### src/rtl/hash_table_pkg.sv
// Shared types for the hash-table front-end arbiter: op/status encodings,
// FSM state constants and the status-selection rule.
package hash_table_pkg;

  typedef enum logic [1:0] {
    OP_NOP    = 2'b00,
    OP_WRITE  = 2'b01,
    OP_READ   = 2'b10,
    OP_DELETE = 2'b11
  } op_e;

  typedef enum logic [1:0] {
    ST_OK            = 2'b00,
    ST_NO_DEL_TARGET = 2'b01,
    ST_NO_SPACE      = 2'b10,
    ST_NOT_FOUND     = 2'b11
  } status_e;

  typedef logic [1:0] state_t;

  localparam state_t S_IDLE  = 2'd0;
  localparam state_t S_ISSUE = 2'd1;
  localparam state_t S_WAIT  = 2'd2;
  localparam state_t S_RESP  = 2'd3;

  // Only the flag belonging to the issued op can fail it.
  function automatic status_e op_status(input op_e op, input logic no_del,
                                        input logic no_space, input logic not_found);
    status_e st;
    st = ST_OK;
    case (op)
      OP_WRITE:  if (no_space)  st = ST_NO_SPACE;
      OP_DELETE: if (no_del)    st = ST_NO_DEL_TARGET;
      OP_READ:   if (not_found) st = ST_NOT_FOUND;
      default:   st = ST_OK;
    endcase
    return st;
  endfunction

endpackage

### src/rtl/hash_rr_arbiter.sv
// Combinational round-robin picker: first set request at or above ptr_i,
// wrapping, as a one-hot grant plus its index.
module hash_rr_arbiter #(
  parameter int unsigned NUM_REQ = 3,
  parameter int unsigned IDW     = 2
) (
  input  logic [NUM_REQ-1:0] req_i,
  input  logic [IDW-1:0]     ptr_i,
  output logic [NUM_REQ-1:0] gnt_o,
  output logic [IDW-1:0]     idx_o,
  output logic               any_o
);

  int          pos;
  logic [IDW-1:0] j;

  always_comb begin
    gnt_o = '0;
    idx_o = '0;
    any_o = 1'b0;
    pos   = 0;
    j     = '0;
    for (int i = 0; i < int'(NUM_REQ); i++) begin
      pos = int'(ptr_i) + i;
      if (pos >= int'(NUM_REQ)) pos = pos - int'(NUM_REQ);
      j = IDW'(pos);
      if (!any_o && req_i[j]) begin
        any_o    = 1'b1;
        gnt_o[j] = 1'b1;
        idx_o    = j;
      end
    end
  end

endmodule

### src/rtl/hash_table_arbiter.sv
// Shares one hash_table between NUM_REQ requesters, one op in flight at a time.
// Optional HASH_TABLE_ARBITER_STATS_EN adds saturating op/fail counters.
module hash_table_arbiter
  import hash_table_pkg::*;
#(
  parameter int unsigned KEY_WIDTH  = 2,
  parameter int unsigned DATA_WIDTH = 8,
  parameter int unsigned NUM_REQ    = 3,
  parameter int unsigned HT_LATENCY = 1
) (
  input  logic                          clk,
  input  logic                          reset,
  input  logic [NUM_REQ-1:0]            req_valid_i,
  output logic [NUM_REQ-1:0]            req_ready_o,
  input  logic [NUM_REQ*2-1:0]          req_op_i,
  input  logic [NUM_REQ*KEY_WIDTH-1:0]  req_key_i,
  input  logic [NUM_REQ*DATA_WIDTH-1:0] req_data_i,
  output logic [NUM_REQ-1:0]            resp_valid_o,
  input  logic [NUM_REQ-1:0]            resp_ready_i,
  output logic [DATA_WIDTH-1:0]         resp_data_o,
  output logic [1:0]                    resp_status_o,
  output logic [KEY_WIDTH-1:0]          ht_key_o,
  output logic [DATA_WIDTH-1:0]         ht_data_o,
  output logic [1:0]                    ht_op_o,
  input  logic [DATA_WIDTH-1:0]         ht_read_data_i,
  input  logic                          ht_no_deletion_target_i,
  input  logic                          ht_no_write_space_i,
  input  logic                          ht_no_element_found_i
`ifdef HASH_TABLE_ARBITER_STATS_EN
  ,
  output logic [15:0]                   stat_ops_o,
  output logic [15:0]                   stat_fail_o
`endif
);

  localparam int unsigned IDW = (NUM_REQ > 1) ? $clog2(NUM_REQ) : 1;
  localparam int unsigned CW  = $clog2(HT_LATENCY + 1);

  state_t                 state_q, state_d;
  logic [IDW-1:0]         ptr_q, ptr_d, id_q, id_d;
  op_e                    op_q, op_d, ht_op_q, ht_op_d;
  logic [KEY_WIDTH-1:0]   key_q, key_d;
  logic [DATA_WIDTH-1:0]  data_q, data_d, rdata_q, rdata_d;
  status_e                status_q, status_d;
  logic [CW-1:0]          cnt_q, cnt_d;
  logic [NUM_REQ-1:0]     resp_valid_q, resp_valid_d;
  logic [NUM_REQ-1:0]     req_ready_c;

  logic [NUM_REQ-1:0]     gnt_oh;
  logic [IDW-1:0]         gnt_idx;
  logic                   gnt_any;
  op_e                    sel_op;
  logic [KEY_WIDTH-1:0]   sel_key;
  logic [DATA_WIDTH-1:0]  sel_data;

  hash_rr_arbiter #(
    .NUM_REQ (NUM_REQ),
    .IDW     (IDW)
  ) u_rr (
    .req_i (req_valid_i),
    .ptr_i (ptr_q),
    .gnt_o (gnt_oh),
    .idx_o (gnt_idx),
    .any_o (gnt_any)
  );

  // Payload of the granted requester.
  always_comb begin
    sel_op   = OP_NOP;
    sel_key  = '0;
    sel_data = '0;
    for (int i = 0; i < int'(NUM_REQ); i++) begin
      if (gnt_oh[i]) begin
        sel_op   = op_e'(req_op_i[i*2 +: 2]);
        sel_key  = req_key_i[i*KEY_WIDTH +: KEY_WIDTH];
        sel_data = req_data_i[i*DATA_WIDTH +: DATA_WIDTH];
      end
    end
  end

  always_comb begin
    state_d     = state_q;
    ptr_d       = ptr_q;
    id_d        = id_q;
    op_d        = op_q;
    key_d       = key_q;
    data_d      = data_q;
    cnt_d       = cnt_q;
    rdata_d     = rdata_q;
    status_d    = status_q;
    req_ready_c = '0;
    case (state_q)
      S_IDLE: begin
        if (gnt_any) begin
          req_ready_c = gnt_oh;
          id_d        = gnt_idx;
          op_d        = sel_op;
          key_d       = sel_key;
          data_d      = sel_data;
          ptr_d       = (gnt_idx == IDW'(NUM_REQ - 1)) ? '0 : gnt_idx + IDW'(1);
          state_d     = S_ISSUE;
        end
      end
      S_ISSUE: begin
        // A NOP never touches the table and answers straight away.
        if (op_q == OP_NOP) begin
          rdata_d  = '0;
          status_d = ST_OK;
          state_d  = S_RESP;
        end else begin
          cnt_d   = CW'(HT_LATENCY);
          state_d = S_WAIT;
        end
      end
      S_WAIT: begin
        cnt_d = cnt_q - CW'(1);
        if (cnt_q == CW'(1)) begin
          rdata_d  = (op_q == OP_READ) ? ht_read_data_i : '0;
          status_d = op_status(op_q, ht_no_deletion_target_i,
                               ht_no_write_space_i, ht_no_element_found_i);
          state_d  = S_RESP;
        end
      end
      S_RESP: begin
        if (resp_ready_i[id_q]) state_d = S_IDLE;
      end
      default: state_d = S_IDLE;
    endcase
    ht_op_d      = (state_d == S_ISSUE) ? op_d : OP_NOP;
    resp_valid_d = (state_d == S_RESP) ? (NUM_REQ'(1) << id_d) : '0;
  end

  always_ff @(posedge clk) begin
    if (!reset) begin
      state_q      <= S_IDLE;
      ptr_q        <= '0;
      id_q         <= '0;
      op_q         <= OP_NOP;
      ht_op_q      <= OP_NOP;
      key_q        <= '0;
      data_q       <= '0;
      cnt_q        <= '0;
      rdata_q      <= '0;
      status_q     <= ST_OK;
      resp_valid_q <= '0;
    end else begin
      state_q      <= state_d;
      ptr_q        <= ptr_d;
      id_q         <= id_d;
      op_q         <= op_d;
      ht_op_q      <= ht_op_d;
      key_q        <= key_d;
      data_q       <= data_d;
      cnt_q        <= cnt_d;
      rdata_q      <= rdata_d;
      status_q     <= status_d;
      resp_valid_q <= resp_valid_d;
    end
  end

  assign req_ready_o   = reset ? req_ready_c : '0;
  assign resp_valid_o  = resp_valid_q;
  assign resp_data_o   = rdata_q;
  assign resp_status_o = 2'(status_q);
  assign ht_key_o      = key_q;
  assign ht_data_o     = data_q;
  assign ht_op_o       = 2'(ht_op_q);

`ifdef HASH_TABLE_ARBITER_STATS_EN
  logic [15:0] stat_ops_q, stat_ops_d, stat_fail_q, stat_fail_d;

  // Count completed table ops and the ones that came back with a failure.
  always_comb begin
    stat_ops_d  = stat_ops_q;
    stat_fail_d = stat_fail_q;
    if (state_q == S_RESP && resp_ready_i[id_q] && op_q != OP_NOP) begin
      if (stat_ops_q != 16'hFFFF) stat_ops_d = stat_ops_q + 16'd1;
      if (status_q != ST_OK && stat_fail_q != 16'hFFFF) stat_fail_d = stat_fail_q + 16'd1;
    end
  end

  always_ff @(posedge clk) begin
    if (!reset) begin
      stat_ops_q  <= '0;
      stat_fail_q <= '0;
    end else begin
      stat_ops_q  <= stat_ops_d;
      stat_fail_q <= stat_fail_d;
    end
  end

  assign stat_ops_o  = stat_ops_q;
  assign stat_fail_o = stat_fail_q;
`endif

endmodule

### config.mk
export PLATFORM = sky130hd
export DESIGN_NAME = hash_table_arbiter
export DESIGN_NICKNAME = d
export VERILOG_FILES = /design/src/rtl/hash_table_pkg.sv /design/src/rtl/hash_rr_arbiter.sv /design/src/rtl/hash_table_arbiter.sv
export SDC_FILE = /design/constraint.sdc
export NUM_CORES = 1
export LEC_CHECK = 0
export CAP_MARGIN = 20
export CORE_UTILIZATION = 25
export DETAILED_ROUTE_END_ITERATION = 8
export PLACE_DENSITY_LB_ADDON = 0.15
export SETUP_SLACK_MARGIN = 0.4
export SLEW_MARGIN = 30
export SYNTH_ARGS = -nofsm -noshare
export SYNTH_HDL_FRONTEND = slang
export SYNTH_SLANG_ARGS = --single-unit
### constraint.sdc
create_clock -name clk -period 2.42 [get_ports clk]
set_input_delay 0.363 -clock clk [delete_from_list [all_inputs] [get_ports clk]]
set_output_delay 0.363 -clock clk [all_outputs]
set_load 0.01 [all_outputs]
# Yosys cells after proc, flatten, opt, wreduce, memory -nomap -nowiden
# Cells that the tools add are included.
# word_totals
output_inout_bits,28
wordCells,119
in_bits,55
regBits,34
# op_classes
shifts,1
n_addsub,7
bitwise,2
eq_ne,12
reduce_logical,15
mux,61
order_cmp,10
# op_table
op,count
$mux W2,24
$mux W8,6
$mux W3,6
$pmux W8 S2,1
$mux W1,13
$eq A2 B2 Y1 const B,6
$lt A2 B3 Y1 const B,4
$bmux W1 S2,4
$pmux W2 S4,1
$reduce_and A2 Y1,4
$demux W1 S2,3
$eq A2 B1 Y1 const B,3
$ge A2 B1 Y1 const B,3
$ge A3 B2 Y1 const B,2
$ne A2 B2 Y1 const B,3
$or A3 B3 Y3,2
$pmux W2 S3,1
$logic_and A1 B1 Y1,5
$logic_not A2 Y1,2
$pmux W2 S2,1
$sub A2 B1 Y2 const B,2
$add A2 B1 Y3 const B,1
$add A2 B2 Y3 const B,1
$reduce_and A3 Y1,1
8 further kinds,9

# Depth between registers and ports, before layout
# Gate-level depths: netlist (run 1).
# logic_depth
ltp_word,16
ltp_mapped,10
depth_no_buf,8

# By module
# A second synthesis (run 1) with hierarchy kept.
# unflattened
hier_cells,223
hier_area_um2,1965.6
# by_module_without_submodules
module,instances,cells_per_inst,seq_area_each_um2,area_each_um2
hash_table_arbiter,1,182,680.7,1684.1
hash_rr_arbiter,1,41,0.0,281.5

# Worst setup path before layout (run 1)
# OpenSTA, ideal clock, no wires.
# synth_path
kind,register to output
start,reg ptr_q[1]
end,out req_ready_o[0]
n_path_buf,2
arrival_time_ns,2.018
path_slack_ns,0.039
path_stages_with_launch,10
required_ns,2.057
cell_sequence,dfxtp_1 > inv_1 > ha_1 > mux2_2 > a21oi_2 > buf_4 > nor2_1 > a31oi_1 > buf_2 > nor2b_1
# synth_via
elab_chain_len,14
word_cells_on_any_way,47
classes_between,5 x add/sub; 9 x order compare; 24 x mux; 2 x bitwise; 7 x reduce/logical
# synth_rtl
item,line,rtl
"start, declared",hash_table_arbiter.sv:40,"logic [IDW-1:0] ptr_q, ptr_d, id_q, id_d;"
"start signal, assigned",hash_table_arbiter.sv:148,ptr_q <= ptr_d;
$add A2 B1 Y3 (tied with other cells),hash_rr_arbiter.sv:24,pos = int'(ptr_i) + i;
$ge A3 B2 Y1 (tied with other cells),hash_rr_arbiter.sv:25,if (pos >= int'(NUM_REQ)) pos = pos - int'(NUM_REQ);
$mux W2 (tied with other cells),hash_rr_arbiter.sv:25,
$lt A2 B3 Y1 (not written as such) (tied with other cells),hash_rr_arbiter.sv:29,gnt_o[j] = 1'b1;
$logic_and A1 B1 Y1 (not written as such) (tied with other cells),hash_rr_arbiter.sv:29,
$mux W1 (not written as such) (tied with other cells),hash_rr_arbiter.sv:29,
$demux W1 S2 (tied with other cells),-,
$or A3 B3 Y3 (no line) or $mux W1 (tied branches),-,
$mux W3 or $logic_not A1 Y1 (tied branches),hash_rr_arbiter.sv:27,if (!any_o && req_i[j]) begin
$or A3 B3 Y3 (no line) or $logic_and A1 B1 Y1 (tied branches),-,
$mux W3 or $mux W1 (tied branches),hash_rr_arbiter.sv:27,
$mux W3 *,hash_table_arbiter.sv:94,if (gnt_any) begin
$mux W3 *,hash_table_arbiter.sv:92,case (state_q)
$mux W3 *,hash_table_arbiter.sv:161,assign req_ready_o = reset ? req_ready_c : '0;
"end, declared",hash_table_arbiter.sv:14,"output logic [NUM_REQ-1:0] req_ready_o,"
# Mark *: on every way between the ends. The rest lies on a longest branch, timed or not. The select of a mux whose other input is x is not followed.

# Final worst setup path (run 1)
# layout_path
start,reg ptr_q[0]
end,out req_ready_o[1]
# Same word-level chain as after synthesis.

==> run metrics, run 1 <==
Mapped Area 0.002038 sq mm; Arrival @ worst endpoint 2.11 ns; Total GRT Usage 16.22%; crit-path most repeated cell buf_6; Pre-antenna DRT Iters 4; max-cap viol count 0; n_diodes 0; Yosys reg bits 34; remaining antenna violation count 0; mean post-synth cell area 7.962 sq um; crit path kind flop to output port; number of global-route vias before repair 2275; global route total overflow 0; Critical Path End Type output port; number of synthesized flops with an enable pin 0; routability cong. 0.8608; H-Tree Level Count 2; CTS tree built; FILL cells 767; Initial Util 26.11%; CP Launch Type flop; Layout Skew 0.004922 ns; synthesis warning total 0; hpwl dp 4.998 mm; DRT iter0 DRCs 80; core area 0.007807 sq mm; Die H 92.29 um; post-layout min period 2.469 ns; first-pass GRT wire length 10.96 mm; clock tree sinks 34; routed wire length 6.921 mm; DR DRC count 0; fin crit share 102.0%; area delta synth->final 91.04%; Lkg Pwr 1.414 nW; Clock Path Buffers 2; crit-path cells buf_6 -> ha_4 -> mux2_4 -> a21oi_4 -> a311oi_2 -> nand2_2 -> buf_4 -> nor2_4 -> buf_6; synthesized instance count 256; via count 2351; status finished, violations left; RSZ-0062 raised after global routing yes; synth unique cells 51; Pwr per Cell Area 1102 mW/mm^2; CP bufs+invs 3; Crit path required time 2.06 ns; failing checks setup timing; top_reg_cell synth dfxtp_1; sequential cell area fraction in the yosys report 33.39%; initial antenna violation count 0; Top delay family on crit path compound AO/OA/AOI/OAI gates; post-route cell area 0.003894 sq mm; post-synth net total 315; Hold Crit Class flop to flop; area post-placement 0.003254 sq mm; number of CTS-inserted buffers 5; CTS root buf clkbuf_8; Die X 92.29 um; flop-to-flop setup slack 0.09 ns; f_max 405.1 MHz; drt wl/cell 14.18 um; Final Setup Violations 2; clk slew on worst S/H paths 0.07 ns; Critical Path Slowest Stage Cell dfxtp_4; Worst Tran Pin Value 0.6359 ns; relative slew slack 57.45%; setup slack after layout -0.04857 ns; Setup Slack @ Placement -0.4375 ns; share of cells above drive strength 1 33.68%; row cnt 32; Final TNS setup -0.09517 ns; crit-path max FO 6; DIE AREA 0.008517 sq mm; slowest stage delay, CP 0.36 ns; vias per inst 4.818; worst skew pair latency 0.28 ns; port buffer count 82; final hold vios 0; pin count of the biggest net entering global routing 27; Max Slew Vio Count 0; num ports 83; Post-layout nets 444; Worst VDD drop 0.0004212 V; FFs w/ async S/R, synth 0%
==> cell usage after synthesis (all sizes together), types with 2 or more instances <==
cell type | n | share of area (%)
a211oi | 2 | 0.74
a21oi | 13 | 3.6
a22oi | 2 | 0.74
a311oi | 14 | 6.9
a31oi | 4 | 1.2
a32oi | 2 | 0.86
and2 | 2 | 0.61
and2b | 2 | 0.74
and3 | 2 | 0.61
and3b | 2 | 0.86
buf | 10 | 3.1
clkbuf | 12 | 2.2
dfxtp | 34 | 33
ha | 4 | 2.5
inv | 8 | 1.5
mux2 | 3 | 1.8
mux2i | 2 | 0.98
nand2 | 14 | 2.6
nand2b | 4 | 1.2
nand3 | 22 | 5.4
nand3b | 2 | 0.74
nor2 | 26 | 4.8
nor2b | 5 | 1.5
nor3 | 5 | 1.5
o211ai | 10 | 3.7
o21ai | 30 | 7.4
o21bai | 2 | 0.92
o22ai | 2 | 0.61
o31ai | 2 | 0.74
or2 | 2 | 0.61
==> cells by family (layout without fill, tap and decap cells) <==
group           Yosys count  in the layout  synth area share [%]
compound gates           93             93                 32.23
simple gates             90             90                 22.28
flops                    34             34                 33.39
buf+inv                  30            160                 6.814
mux                       5              5                 2.824
fa+ha+maj                 4              4                 2.456
==> worst reg2reg max path: stages, from the launching register on <==
cell and delay (ns):
dfxtp_4 0.36, buf_6 0.12, ha_4 0.18, mux2_4 0.33, a21oi_4 0.25, buf_6 0.16
a31oi_2 0.11, buf_6 0.19, a311oi_2 0.26, buf_4 0.19, o31ai_4 0.07
==> sequential cells by signal (all words and copies together) (netlist names) <==
signal / flops
ptr_q: 2
state_q: 2
id_q: 2
cnt_q: 1
resp_data_o: 8
resp_valid_o: 3
ht_key_o: 2
resp_status_o: 2
ht_data_o: 8
ht_op_o: 2
op_q: 2
==> layer usage <==
layer | up-vias | routed length (um) | global-route usage, %
met4 | 0 | 72 | 5.469
li1 | 1204 | - | -
met1 | 1097 | 3204 | 20.74
met5 | - | 0 | 0
met3 | 4 | 226 | 2.299
met2 | 46 | 3417 | 27.86
==> final timing paths <==
path	startpoint	end	cells past startpoint
setup / recovery	ptr_q[0]$_SDFFE_PN0P_	req_ready_o[1]	9
hold / removal	resp_data_o[4]$_SDFFE_PN0P_	resp_data_o[4]$_SDFFE_PN0P_	2
hold reg to reg	resp_data_o[4]$_SDFFE_PN0P_	resp_data_o[4]$_SDFFE_PN0P_	2
setup reg to reg	ptr_q[0]$_SDFFE_PN0P_	op_q[0]$_SDFF_PN0_	10
==> cell usage in the layout, fill, tap and decap left out, types with 3 or more instances in the layout <==
master,netlist,final
ha_4,0,3
clkdlybuf4s50_1,0,78
nor2b_4,0,3
a311oi_2,0,11
nor2_1,26,22
o211ai_1,10,10
nand2b_1,4,4
clkbuf_8,0,5
o21ai_1,12,10
inv_1,8,6
nand3_1,22,14
nand3_2,0,8
dfxtp_1,34,32
buf_6,2,23
a311oi_4,1,3
nand2_1,14,13
buf_4,1,40
a21oi_1,11,11
o21ai_0,18,18
==> stage by stage <==
stage / power (mW) / instances / hold WS, ns / utilization [%]
3_5_place_dp: 2.943 / 459 / 0.4466 / 41.68
4_1_cts: 3.862 / 480 / 0.4561 / 46.30
5_1_grt: 4.560 / 488 / 0.4763 / 49.87
2_1_floorplan: 2.069 / 256 / 0.4761 / -
3_3_place_gp: 2.933 / 459 / 0.4382 / 41.68
6_report: 4.292 / 488 / 0.4523 / 49.87
==> layout make-up <==
cell class              instances  area [sq um]  share of cell area, %
repair buffers                144          1389                  35.67
inverters                       8         35.03                 0.8997
multi-input cells             192          1550                  39.81
flip-flops and latches         34         685.7                  17.61
clock buffers                   7         76.32                  1.960
clock inverters                 1         30.03                 0.7712
well taps                     102         127.6                  3.278
==> power by group <==
group	total [mW]	leakage, nW	switching [mW]	internal (mW)
Sequential	0.785	0.279	0.101	0.684
Combinational	3.00	1.08	1.40	1.60
Clock	0.505	0.0524	0.197	0.308
==> what timing repair did <==
action,4_1_cts,5_1_grt
pin swaps,18,26
setup buffers,11,7
endpoints found under the setup margin,24,24
hold buffers,0,0
cloned,2,1
gates resized for setup,50,43
No activity file was read; power rests on OpenSTA's default activity.
==> inputs of run 2 (changes only) <==
--- a/config.mk
+++ b/config.mk
@@ -5,7 +5,9 @@
 export SDC_FILE = /design/constraint.sdc
 export NUM_CORES = 1
 export LEC_CHECK = 0
+export ABC_CLOCK_PERIOD_IN_PS = 2420
 export CAP_MARGIN = 20
+export CORE_ASPECT_RATIO = 0.75
 export CORE_UTILIZATION = 25
 export DETAILED_ROUTE_END_ITERATION = 8
 export PLACE_DENSITY_LB_ADDON = 0.15
==> run metrics, run 2 (synthesis results as in run 1) <==
Hold Path Stages 2 (unchanged); most frequent cells in the layout 77 x clkdlybuf4s50_1, 55 x buf_4, 32 x dfxtp_1, 21 x nand3_1, 21 x buf_6; final hold vios 0 (unchanged); pin count of the biggest net entering global routing 27 (unchanged); Die H 80.20 um (-13%); num ports 83 (unchanged); number of global-route vias before repair 2392 (+5.1%); R2R cell count 12 (+2); Crit path required time 2.06 ns (about the same); Final Setup Violations 5 (+3); Worst Tran Pin Value 0.6456 ns (+0.009788 ns); first-pass GRT wire length 12.48 mm (+14%); max-cap viol count 0 (unchanged); initial antenna violation count 0 (unchanged); Hold Crit Class flop to flop; Setup Slack @ Placement -0.4485 ns (-0.01099 ns); Initial Util 25.86% (-0.25 points); routability cong. 0.8348 (-3.0%); Pre-antenna DRT Iters 4 (unchanged); hold_sp resp_data_o[5]$_SDFFE_PN0P_; relative slew slack 56.80% (-0.65 points); post-route cell area 0.004183 sq mm (+7.4%); commonest non-fill, non-tap cell in the layout clkdlybuf4s50_1; H-Tree Level Count 2 (unchanged); global route total overflow 0 (unchanged); CTS root buf clkbuf_8; CP Launch Type flop; Critical Path End Type output port; Arrival @ worst endpoint 2.11 ns (about the same); area post-placement 0.003288 sq mm (+1.0%); DR DRC count 0 (unchanged); core area 0.007883 sq mm (+0.96%); hpwl dp 5.170 mm (+3.4%); Max Slew Vio Count 0 (unchanged); clock tree sinks 34 (unchanged); hold endpoint resp_data_o[5]$_SDFFE_PN0P_; capture point of the worst reg-to-reg path ht_key_o[1]$_SDFFE_PN0P_; hold_buf cts 0 (unchanged); crit-path max FO 6 (unchanged); status finished, violations left; failing checks setup timing; Die X 106.3 um (+15%); clk slew on worst S/H paths 0.07 ns (about the same); DIE AREA 0.008522 sq mm (about the same); port buffer count 82 (unchanged); Total GRT Usage 18.60% (+2.4 points); drt wl/cell 15.83 um (+12%); post-layout min period 2.474 ns (+0.005831 ns); vias per inst 4.949 (+2.7%); setup slack after layout -0.05440 ns (-0.005831 ns); CTS tree built; worst r2r src ptr_q[1]$_SDFFE_PN0P_; row cnt 28 (-13%); Layout Skew 0.006467 ns (+0.001545 ns); Worst VDD drop 0.0004945 V (+17%); f_max 404.1 MHz (-0.24%); fin util 53.06% (+3.2 points); Clock Path Buffers 2 (unchanged); via count 2514 (+6.9%); worst skew pair latency 0.28 ns (about the same); Pwr per Cell Area 1149 mW/mm^2 (+4.3%); area delta synth->final 105.2%; Design Power 4.808 mW (+12%); DRT iter0 DRCs 107 (+34%); remaining antenna violation count 0 (unchanged); RSZ-0062 raised after global routing yes; share of cells above drive strength 1 38.96% (+5.3 points); flop-to-flop setup slack -0.03 ns (-0.12 ns); crit path kind flop to output port; routed wire length 8.042 mm (+16%); number of CTS-inserted buffers 5 (unchanged); Lkg Pwr 1.524 nW (+7.8%); fin crit share 102.2% (+0.24 points); n_diodes 0 (unchanged); Post-layout nets 461 (+3.8%)
[run 2: area by class of cell]
| cell class | instances | area, sq um |
|---|---|---|
| inverter | 8 | 35.03 |
| timing repair buffer | 161 | 1548 |
| sequential | 34 | 688.2 |
| clock buffer | 6 | 82.58 |
| fill | 701 | 3700 |
| multi-input combinational | 192 | 1685 |
| tap | 105 | 131.4 |
| clock inverter | 2 | 12.51 |
[run 2: power breakdown]
group / total [mW] / switching (mW) / internal, mW
Combinational: 3.59 / 1.68 / 1.91
Sequential: 0.777 / 0.0921 / 0.685
Clock: 0.438 / 0.210 / 0.229
[run 2: how the worst max path moves through the flow]
stage / from / endpoint / depth (start not counted)
after CTS: ptr_q[0]$_SDFFE_PN0P_ / req_ready_o[2] / 9
after detailed placement: req_valid_i[1] / req_ready_o[0] / 7
after global placement: req_valid_i[1] / req_ready_o[0] / 7
final: ptr_q[0]$_SDFFE_PN0P_ / req_ready_o[0] / 9
after global routing: ptr_q[0]$_SDFFE_PN0P_ / req_ready_o[0] / 9
after floorplan: ptr_q[1]$_SDFFE_PN0P_ / req_ready_o[0] / 9
[run 2: per-stage QoR]
step	setup TNS, ns	instances	hold WS [ns]
after floorplan	0	256	0.4761
after global placement	-3.894	466	0.4392
after detailed placement	-4.335	466	0.4473
after CTS	-0.1392	499	0.4576
after global routing	-0.8002	508	0.4788
final	-0.2029	508	0.4549
[run 2: critical path, stage by stage, from the launching register on]
cell	delay [ns]
dfxtp_4	0.39
inv_4	0.04
ha_4	0.24
mux2i_2	0.16
o2bb2a_4	0.23
a311oi_4	0.28
nand2_2	0.11
buf_4	0.15
nor2b_4	0.12
buf_6	0.11
[run 2: metal layers]
| metal | track usage (%) | routed length [um] | up-vias |
|---|---|---|---|
| met5 | 0 | 0 | - |
| met4 | 4.722 | 67 | 0 |
| met3 | 2.354 | 330 | 7 |
| met2 | 30.78 | 3809 | 67 |
| met1 | 25.47 | 3835 | 1199 |
| li1 | - | - | 1241 |
[run 2: repair_timing]
action | 4_1_cts | 5_1_grt
pin swaps | 38 | 15
cloned | 4 | 0
setup buffers | 21 | 9
resized for setup | 108 | 21
endpoints found under the setup margin | 24 | 24
==> inputs of run 3 (changes only) <==
--- a/config.mk
+++ b/config.mk
@@ -8,7 +8,7 @@
 export ABC_CLOCK_PERIOD_IN_PS = 2420
 export CAP_MARGIN = 20
 export CORE_ASPECT_RATIO = 0.75
-export CORE_UTILIZATION = 25
+export CORE_UTILIZATION = 43
 export DETAILED_ROUTE_END_ITERATION = 8
 export PLACE_DENSITY_LB_ADDON = 0.15
 export SETUP_SLACK_MARGIN = 0.4
==> run metrics, run 3 (synthesis results as in run 1) <==
Top delay family on crit path compound AO/OA/AOI/OAI gates; DRT iter0 DRCs 309 (+190%); CTS root buf clkbuf_8; Worst Tran Pin Value 0.5123 ns (-0.1334 ns); Critical Path Slowest Stage Cell dfxtp_4; CP bufs+invs 2 (-1); Die X 81.50 um (-23%); Post-layout nets 441 (-4.3%); Initial Util 45.10% (+19 points); setup slack after layout -0.09554 ns (-0.04114 ns); Layout Skew 0.01216 ns (+0.005693 ns); share of cells above drive strength 1 33.68% (-5.3 points); multi-input logic area 0.001556 sq mm (-7.6%); num ports 83 (unchanged); row cnt 21 (-25%); crit-path most repeated cell buf_6; Worst VDD drop 0.0007278 V (+47%); FILL cells 243 (-65%); Die H 61.63 um (-23%); port buffer count 82 (unchanged); Combinational Power Share 72.5% (-2.2 points); Max Slew Vio Count 0 (unchanged); non-filler instance count after layout 440 (-13%); routability cong. 0.9420 (+13%); DR DRC count 0 (unchanged); sequential power share 17.5% (+1.3 points); Total GRT Usage 27.55% (+8.9 points); crit-path cells buf_6 -> ha_4 -> mux2_4 -> a21oi_4 -> o311a_1 -> o21bai_4 -> nor2_4 -> buf_6; status finished, violations left; CP Launch Type flop; max-cap viol count 0 (unchanged); Clock Path Buffers 2 (unchanged); number of CTS-inserted buffers 5 (unchanged); Pre-antenna DRT Iters 5 (+1); Critical Path End Type output port; RSZ-0062 raised after global routing yes; Arrival @ worst endpoint 2.15 ns (+0.04 ns); slowest stage delay, CP 0.36 ns (-0.03 ns); most frequent cells in the layout 78 x clkdlybuf4s50_1, 43 x buf_4, 32 x dfxtp_1, 21 x nand3_1, 21 x nor2_1; H-Tree Level Count 2 (unchanged); DIE AREA 0.005022 sq mm (-41%); n_diodes 0 (unchanged); Crit path required time 2.06 ns (about the same); Final TNS setup -0.2314 ns (-0.02854 ns); pin count of the biggest net entering global routing 27 (unchanged); initial antenna violation count 0 (unchanged); post-layout min period 2.516 ns (+0.04114 ns); FF+latch area 688.2 sq um (unchanged); fin crit share 103.9% (+1.7 points); Hold Crit Class flop to flop; remaining antenna violation count 0 (unchanged); crit path kind flop to output port; hold_buf cts 0 (unchanged); f_max 397.5 MHz (-1.6%); relative slew slack 65.81% (+9.0 points); clk slew on worst S/H paths 0.08 ns (about the same); Lkg Pwr 1.403 nW (-8.0%); core area 0.004519 sq mm (-43%); Placed Instances 414 (-11%); failing checks setup timing; routed wire length 8.859 mm (+10%); crit-path max FO 6 (unchanged); via count 2661 (+5.8%); hpwl dp 4.742 mm (-8.3%); worst skew pair latency 0.29 ns (about the same); area delta synth->final 86.13%; first-pass GRT wire length 10.27 mm (-18%); Clock power frac 10.1% (+1.0 points); Final Setup Violations 4 (-1); vias per inst 6.048 (+22%); commonest non-fill, non-tap cell in the layout clkdlybuf4s50_1; clock tree sinks 34 (unchanged); final hold vios 0 (unchanged); Pwr per Cell Area 1175 mW/mm^2 (+2.2%); switching share of power 43.75% (+2.5 points); global route total overflow 0 (unchanged); Power Internal 2.506 mW (-11%); CTS tree built; Net Sw Power 1.950 mW (-1.8%); number of global-route vias before repair 2154 (-9.9%); drt wl/cell 20.13 um (+27%)
==> run 3: power groups by stage <==
stage / Combinational (mW) / Clock, mW / Sequential, mW
after floorplan: 1.28 / 0 / 0.788
after global placement: 2.10 / 0 / 0.768
after detailed placement: 2.15 / 0 / 0.772
after CTS: 2.51 / 0.442 / 0.762
after global routing: 3.36 / 0.476 / 0.789
final: 3.23 / 0.449 / 0.779
==> run 3: final timing paths <==
kind              slack [ns]                        start  depth (start not counted)                          end
setup / recovery        -0.1        ptr_q[0]$_SDFFE_PN0P_                          8               req_ready_o[1]
hold reg to reg         0.46  resp_data_o[2]$_SDFFE_PN0P_                          2  resp_data_o[2]$_SDFFE_PN0P_
hold / removal          0.46  resp_data_o[2]$_SDFFE_PN0P_                          2  resp_data_o[2]$_SDFFE_PN0P_
setup reg to reg       -0.01        ptr_q[0]$_SDFFE_PN0P_                         10    ht_data_o[2]$_SDFFE_PN0P_
==> run 3: tightest hold or removal path, cell delays in order (launching register included) <==
cell and delay, ns:
dfxtp_1 0.31, nand2_1 0.05, a21oi_1 0.05
==> run 3: per-layer routing <==
layer	global-route usage, %	vias up	part of all wire, %
li1	-	1203	-
met5	0	-	0
met1	38.73	1251	42
met4	7.653	0	2.8
met2	44.17	172	48
met3	4.000	35	7.6
==> run 3: area by class of cell <==
type / count / share of cell area, %
Timing Repair Buffer: 141 / 35.59
Multi-Input combinational cell: 192 / 41.03
Sequential cell: 34 / 18.14
Inverter: 8 / 0.8575
Clock inverter: 2 / 0.3298
Clock buffer: 6 / 2.177
Tap cell: 57 / 1.880
==> run 3: stage by stage <==
stage | setup WS [ns] | total power [mW] | hold slack (ns) | utilization [%] | area (sq um)
3_3_place_gp | -0.3659 | 2.873 | 0.4383 | 70.76 | 3198
6_report | -0.09554 | 4.456 | 0.4599 | 83.94 | 3794
5_1_grt | -0.1563 | 4.623 | 0.4821 | 83.94 | 3794
2_1_floorplan | 0.3035 | 2.069 | 0.4761 | - | 2118
4_1_cts | 0.007974 | 3.711 | 0.4578 | 77.30 | 3493
3_5_place_dp | -0.4236 | 2.921 | 0.4489 | 70.76 | 3198
==> run 3: repair_timing <==
item	CTS	global route
buffers inserted	10	5
endpoints found under the hold margin	0	0
cloned	0	3
pin swaps	12	19
setup endpoints to repair	24	25
gates resized for setup	36	48
